<file path="config.mk">
export PLATFORM = sky130hd
export DESIGN_NAME = rf_wb_scoreboard
export DESIGN_NICKNAME = d
export VERILOG_FILES = /design/src/rtl/rf_wb_scoreboard.sv
export SDC_FILE = /design/constraint.sdc
export NUM_CORES = 1
export LEC_CHECK = 0
export BUFFER_PORTS_ARGS = -buffer_cell sky130_fd_sc_hd__buf_2
export CAP_MARGIN = 20
export CORE_MARGIN = 3
export CORE_UTILIZATION = 40
export CTS_CLUSTER_DIAMETER = 60
export DETAILED_ROUTE_END_ITERATION = 10
export PLACE_DENSITY_LB_ADDON = 0.2
export SLEW_MARGIN = 20
export SYNTH_ARGS = -nofsm -noshare
export SYNTH_HDL_FRONTEND = slang
export SYNTH_SLANG_ARGS = --single-unit
</file>
<file path="constraint.sdc">
create_clock -name clk -period 2.1 [get_ports clk]
set_clock_uncertainty 0.05 [all_clocks]
set_input_delay 0.315 -clock clk [delete_from_list [all_inputs] [get_ports clk]]
set_output_delay 0.315 -clock clk [all_outputs]
set_load 0.01 [all_outputs]
</file>
<file path="src/rtl/rf_wb_scoreboard.sv">
// Register-file write-port arbiter (ALU vs. long-latency unit) with a busy scoreboard
// driving the decode hazard stall. Define RF_WB_STATS_EN to add stall/preemption counters.
module rf_wb_scoreboard #(
  parameter int unsigned STARVE_LIMIT = 4,
  parameter int unsigned CNT_W        = 3
) (
  input  logic        clk,
  input  logic        rstn,
  input  logic        iss_valid,
  input  logic [4:0]  iss_rs1,
  input  logic [4:0]  iss_rs2,
  input  logic        iss_use_rs1,
  input  logic        iss_use_rs2,
  input  logic [4:0]  iss_rd,
  input  logic        iss_long,
  output logic        iss_stall,
  input  logic        alu_valid,
  input  logic [4:0]  alu_rd,
  input  logic [31:0] alu_data,
  output logic        alu_ready,
  input  logic        lng_valid,
  input  logic [4:0]  lng_rd,
  input  logic [31:0] lng_data,
  output logic        lng_ready,
  output logic        rf_we,
  output logic [4:0]  rf_rd,
  output logic [31:0] rf_data,
  output logic        sb_err
`ifdef RF_WB_STATS_EN
  ,
  output logic [31:0] stat_stall_cnt,
  output logic [31:0] stat_preempt_cnt
`endif
);

  localparam int unsigned NREG  = 32;
  localparam int unsigned IDX_W = 5;
  localparam int unsigned XLEN  = 32;
  localparam logic [CNT_W-1:0] CNT_MAX = '1;
  localparam logic [CNT_W-1:0] LIMIT   = CNT_W'(STARVE_LIMIT);

  logic [NREG-1:0]  busy;
  logic [CNT_W-1:0] cnt;
  logic             rf_long;

  logic             starve_hit;
  logic             alu_acc;
  logic             lng_acc;
  logic             wr_any;
  logic             sb_hit;
  logic             iss_go;
  logic [IDX_W-1:0] wr_rd;
  logic [XLEN-1:0]  wr_data;
  logic [NREG-1:0]  set_vec;
  logic [NREG-1:0]  clr_vec;
  logic [NREG-1:0]  busy_nxt;
  logic [CNT_W-1:0] cnt_nxt;

  // Decode hazard: RAW on any used source, WAW on a nonzero destination.
  always_comb begin
    iss_stall = 1'b0;
    if (iss_valid) begin
      iss_stall = (iss_use_rs1 & busy[iss_rs1])
                | (iss_use_rs2 & busy[iss_rs2])
                | ((iss_rd != '0) & busy[iss_rd]);
    end
  end

  // Write-port arbitration: ALU wins unless the long result has waited too long.
  always_comb begin
    starve_hit = lng_valid & (cnt >= LIMIT);
    lng_ready  = rstn & (~alu_valid | starve_hit);
    alu_ready  = rstn & ~starve_hit;
    alu_acc    = alu_valid & alu_ready;
    lng_acc    = lng_valid & lng_ready;
    wr_any     = alu_acc | lng_acc;
    wr_rd      = lng_acc ? lng_rd : alu_rd;
    wr_data    = lng_acc ? lng_data : alu_data;
    sb_hit     = lng_acc & (lng_rd != '0) & ~busy[lng_rd];
  end

  // Busy bits clear as the long result is written; x0 is never tracked.
  always_comb begin
    set_vec = '0;
    clr_vec = '0;
    iss_go  = iss_valid & ~iss_stall & iss_long & (iss_rd != '0);
    if (iss_go) begin
      set_vec[iss_rd] = 1'b1;
    end
    if (rf_we & rf_long) begin
      clr_vec[rf_rd] = 1'b1;
    end
    busy_nxt = ((busy & ~clr_vec) | set_vec) & ~NREG'(1);
  end

  // Starvation counter: counts consecutive refused cycles of a pending long result.
  always_comb begin
    cnt_nxt = cnt;
    if (lng_acc | ~lng_valid) begin
      cnt_nxt = '0;
    end else if (cnt != CNT_MAX) begin
      cnt_nxt = cnt + CNT_W'(1);
    end
  end

  always_ff @(posedge clk) begin
    if (!rstn) begin
      busy    <= '0;
      cnt     <= '0;
      rf_we   <= 1'b0;
      rf_rd   <= '0;
      rf_data <= '0;
      rf_long <= 1'b0;
      sb_err  <= 1'b0;
    end else begin
      busy    <= busy_nxt;
      cnt     <= cnt_nxt;
      rf_we   <= wr_any & (wr_rd != '0);
      rf_long <= lng_acc;
      if (wr_any) begin
        rf_rd   <= wr_rd;
        rf_data <= wr_data;
      end
      if (sb_hit) begin
        sb_err <= 1'b1;
      end
    end
  end

`ifdef RF_WB_STATS_EN
  localparam logic [31:0] STAT_MAX = '1;

  // Saturating event counters for stall cycles and ALU preemptions.
  always_ff @(posedge clk) begin
    if (!rstn) begin
      stat_stall_cnt   <= '0;
      stat_preempt_cnt <= '0;
    end else begin
      if (iss_stall && (stat_stall_cnt != STAT_MAX)) begin
        stat_stall_cnt <= stat_stall_cnt + 32'd1;
      end
      if (starve_hit && alu_valid && (stat_preempt_cnt != STAT_MAX)) begin
        stat_preempt_cnt <= stat_preempt_cnt + 32'd1;
      end
    end
  end
`endif

endmodule

</file>
# --- Word level (Yosys, flattened, before mapping) ---
# Index checks and enable logic that the tools add are counted.
# W data, S select, Z words.
word_totals:
  inputBits: 97
  output_inout_bits: 42
  elab_cells: 70
  reg_bits: 75
op_classes:
  eq_ne: 1
  bitwise: 29
  reduce_logical: 6
  add_sub_neg: 1
  magnitude_cmp: 8
  mux: 17
op_table:
  columns: ["op", "count"]
  rows:
  - ["$mux W32", 3]
  - ["$and A32 B32 Y32", 1]
  - ["$not A32 Y32", 1]
  - ["$or A32 B32 Y32", 1]
  - ["$lt A5 B6 Y1 const B", 5]
  - ["$bmux W1 S5", 4]
  - ["$and A1 B1 Y1", 15]
  - ["$reduce_bool A5 Y1", 3]
  - ["$demux W1 S5", 2]
  - ["$ge A5 B1 Y1 const B", 2]
  - ["$mux W1", 7]
  - ["$not A1 Y1", 6]
  - ["$mux W5", 1]
  - ["$or A1 B1 Y1", 5]
  - ["$add A3 B1 Y3 const B", 1]
  - ["$ge A3 B3 Y1 const B", 1]
  - ["$ne A3 B3 Y1 const B", 1]
  - ["$logic_and A1 B1 Y1", 2]
  - ["$reduce_or A2 Y1", 1]

# --- Logic depth before layout (Yosys ltp) ---
depth:
  word_depth: 12
  ltp_mapped: 9
  ltp_nobuf: 7

# --- Least setup slack after synthesis ---
# Ideal clock, no wire load.
synth_path:
  path_kind: "input to output"
  startpoint: "input port iss_rd[0]"
  endpoint: "output port iss_stall"
  required_time_ns: 1.735
  n_path_buf: 2
  arrival_time_ns: 1.842
  cell_stages: 8
  setup_slack_ns: -0.107
  path_cell_list: "buf_6 -> buf_6 -> mux4_2 -> a22oi_2 -> nand4_2 -> o31ai_4 -> nand2_4 -> o31a_1"
synth_via:
  elab_chain_len: 5
  word_cells_on_any_way: 6
  cone_classes: "mux: 3; bitwise: 2; reduce/logical: 1"
synth_lines:
  columns: ["item", "line", "source"]
  rows:
  - ["from (decl)", "14", "input logic [4:0] iss_rd,"]
  - ["$bmux W1 S5", "65", "| ((iss_rd != '0) & busy[iss_rd]);"]
  - ["$mux W1 (implied by the code)", "65", null]
  - ["$and A1 B1 Y1 (*)", "65", null]
  - ["$or A1 B1 Y1 (*)", "65", null]
  - ["$mux W1 (*)", "62", "if (iss_valid) begin"]
  - ["to (decl)", "16", "output logic iss_stall,"]
# Every way passes the cells marked *; elsewhere a longest branch is shown, timed or not. The select of a mux whose other input is x is not followed.

# --- Worst setup path after layout ---
layout_path:
  startpoint: "register busy[27]"
  endpoint: "output port iss_stall"
layout_via:
  elab_chain_len: 6
  word_cells_on_any_way: 12
  cone_classes: "mux: 7; bitwise: 5"
layout_lines:
  columns: ["item", "line", "source"]
  rows:
  - ["from (decl)", "42", "logic [NREG-1:0] busy;"]
  - ["from (signal assigned)", "116", "busy <= busy_nxt;"]
  - ["$bmux W1 S5 (on tied branches)", "63, 64", null]
  - ["$mux W1 (on tied branches)", "63, 64", null]
  - ["$and A1 B1 Y1 (on tied branches)", "63, 64", null]
  - ["$or A1 B1 Y1", "64", "| (iss_use_rs2 & busy[iss_rs2])"]
  - ["$or A1 B1 Y1 (*)", "65", null]
  - ["$mux W1 (*)", "62", null]
# Marks and branches as above.

==> out/metrics.yaml <==
outcome: "finished, violations left"
violations: "negative setup slack"
rsz0062_at_grt: "yes"
initial_core_util: 0.422
core_area_um2: 10600
ys_seq_area_frac: 0.333
fmax_mhz: 413
via_count: 4445
setup_ws_ns: -0.324
setup_viol: 1
synth_cells: 472
hold_ws_ns: 0.176
maxCapViolCount: 0
worst_ep_arrival_time_ns: 2.06
grt_pass1_wl_um: 22800
fp.dieH_um: 112
cts-htree-levels: 3
setup_tns_ns: -0.324
crit_slowest_cell: "mux4_2"
worstReg2RegStart: "busy[20]"
critPathKind: "reg2out"
grt_pass1_vias: 4468
clk_pin_slew_worst_paths_ns: 0.08
cts_sinks: 74
max_slew_margin: 0.692
tightest_slew_ns: 0.460
dieArea_um2: 12400
crit_fanout: 4
syn_area_per_cell_um2: 9.44
finalPower_w: 0.00300
placed_area_um2: 5460
die_x_um: 112
ctsLongestPathBuffers: 2
nets: 727
grt_max_degree: 33
drt_iter0_markers: 425
p_leak_nw: 2.35
syn_area_um2: 4450
drt-total-wl_um: 14400
synth.top_cell.area_share: 0.333
num_rows: 37
synth.yosys.warnings: 0
antenna_found_initial: 0
netlist.top_cell.by_area: "dfxtp_1"
maxSlewViolCount: 0
synth_nets: 571
synthFlopType: "dfxtp_1"
antennaDiodeCount: 0
port_buffers: 138
min_from: "alu_rd[0]"
hold_class: "in2reg"
yosys-top-cells-area: "dfxtp_1 (33%), mux4_2 (11%), nand2_1 (6.3%)"
cp-startpoint: "busy[27]"
critPathLaunchType: "flip-flop"
irDropWorstVdd_mv: 0.358
dpl.hpwl_um: 10800
gp_congestion: 0.959
cp-end-kind: "output port"
finalCritPeriodShare: 1.15
yosysUniqueCellTypes: 54
firstDrtPassIters: 5
synth_edf_count: 0
routedWlPerCell_um: 18.7
ys_async_sr_fraction: 0
io_pins: 139
drc: 0
drive_gt1_frac: 0.429
clk_latency_ns: 0.35
finalHoldViolations: 0
p_per_area_nw_per_um2: 529
root_buffer: "clkbuf_8"
grt_overflow: 0
cts_buffers: 9
path_cells: "mux4_2 > a22oi_2 > nand4_2 > o31ai_4 > nand2_4 > o31a_1 > buf_2"
dpl.cell_count: 752
final_cells: 767
grt_util_all_layers: 0.229
drtAntennaViolNets: 0
vias_per_cell: 5.80
slowest_delay_ns: 0.48
area_delta_synth_final_pct: 27.5
required_ns: 1.74
synth_seq_cells: 74
final_area_um2: 5680
cts_tree: "done"
fin_crit_ns: 2.42
[worst max-delay path, delay by kind of cell, from the launching register on]
family | cells | cell delay (ns)
AO/OA/AOI/OAI | 3 | 0.50
AND/OR/NAND/NOR | 2 | 0.22
multiplexers | 1 | 0.48
flip-flops | 1 | 0.37
buffers and inverters | 1 | 0.13
[path summary, 6_finish.rpt]
check                    to  slack (ns)  cells after the start
setup / recovery  iss_stall       -0.32                      7
hold / removal        rf_we        0.18                      3
setup reg to reg   busy[19]        0.07                      7
hold reg to reg      sb_err        0.41                      2
[registers in the layout (all words and copies together) (netlist names)]
register,flops
busy,31
sb_err,1
rf_we,1
rf_data,32
rf_rd,5
rf_long,1
cnt,3
[synthesized netlist by cell type (2+ instances only)]
library cell and count:
nand2_1 75, dfxtp_1 74, a21boi_0 33, a22oi_1 32, nor2_1 31, o211ai_1 31
clkbuf_1 25, mux2i_1 24, mux4_2 22, o21ai_1 16, o21ai_0 10, o21ai_2 10
nand3_1 7, nand3b_1 6, nor2b_1 5, o211a_1 5, a211oi_1 4, buf_2 4
buf_6 4, nand2b_1 4, buf_1 3, mux2_2 3, mux4_1 3, nand4_4 3
or4_1 3, buf_4 2, ha_1 2, nand4_1 2, nor4_1 2, o22ai_1 2
or3_1 2
[per-stage QoR]
step	util	setup WS, ns
4_1_cts	0.535	-0.344
5_1_grt	0.538	-0.388
6_report	0.538	-0.324
3_3_place_gp	0.517	-0.214
3_5_place_dp	0.517	-0.251
2_1_floorplan	-	-0.107
[logic make-up after synthesis]
kind of cell,after synthesis,share of synthesized area
simple gates,150,0.167
fa+ha+maj,2,0.00562
compound gates,150,0.251
flops,74,0.333
buf+inv,42,0.0477
xor+xnor,1,0.00197
mux,53,0.194
[where the power goes]
part           switching (W)  total, W  internal (W)
Clock               0.000513  0.000953      0.000440
Sequential         0.0000389   0.00149       0.00145
Combinational       0.000308  0.000561      0.000253
Total               0.000860   0.00300       0.00214
[per-layer routing]
layer	vias up	track usage	wire [um]
met1	2117	0.287	5840
met5	-	0	0
met4	0	0.0852	331
met3	29	0.0603	1190
met2	207	0.379	7010
li1	2092	-	-
[layout by cell type, fill, tap and decap left out, types with 2 or more instances in the layout]
| cell type | Yosys | layout |
|---|---|---|
| a211oi_1 | 4 | 3 |
| a21boi_0 | 33 | 33 |
| a22oi_1 | 32 | 32 |
| buf_2 | 4 | 137 |
| buf_4 | 2 | 46 |
| clkbuf_8 | 0 | 10 |
| clkinv_2 | 0 | 4 |
| dfxtp_1 | 74 | 56 |
| dfxtp_2 | 0 | 15 |
| dfxtp_4 | 0 | 3 |
| ha_1 | 2 | 2 |
| mux2_2 | 3 | 3 |
| mux2i_1 | 24 | 23 |
| mux4_2 | 22 | 25 |
| nand2_1 | 75 | 75 |
| nand2b_1 | 4 | 4 |
| nand3_1 | 7 | 7 |
| nand3b_1 | 6 | 6 |
| nand4_1 | 2 | 2 |
| nand4_4 | 3 | 3 |
| nor2_1 | 31 | 30 |
| nor2b_1 | 5 | 5 |
| o211a_1 | 5 | 5 |
| o211ai_1 | 31 | 31 |
| o21ai_0 | 10 | 8 |
| o21ai_1 | 16 | 18 |
| o21ai_2 | 10 | 10 |
| o22ai_1 | 2 | 2 |
| or3_1 | 2 | 2 |
| or4_1 | 3 | 3 |
[what timing repair did]
item / in CTS / in global routing
endpoints found under the setup margin: 2 / 16
pin swaps: 2 / 2
setup buffers: 1 / 0
gates resized for setup: 18 / 17
hold buffers: 0 / 0
[final cells by class]
| cell class | instances | area (um^2) |
|---|---|---|
| Multi-Input combinational cell | 356 | 2770 |
| Tap cell | 136 | 170 |
| Fill cell | 987 | 4880 |
| Sequential cell | 74 | 1510 |
| Timing Repair Buffer | 185 | 1060 |
| Clock buffer | 10 | 138 |
| Inverter | 2 | 7.51 |
| Clock inverter | 4 | 20.0 |
No activity file was read; power rests on OpenSTA's default activity.
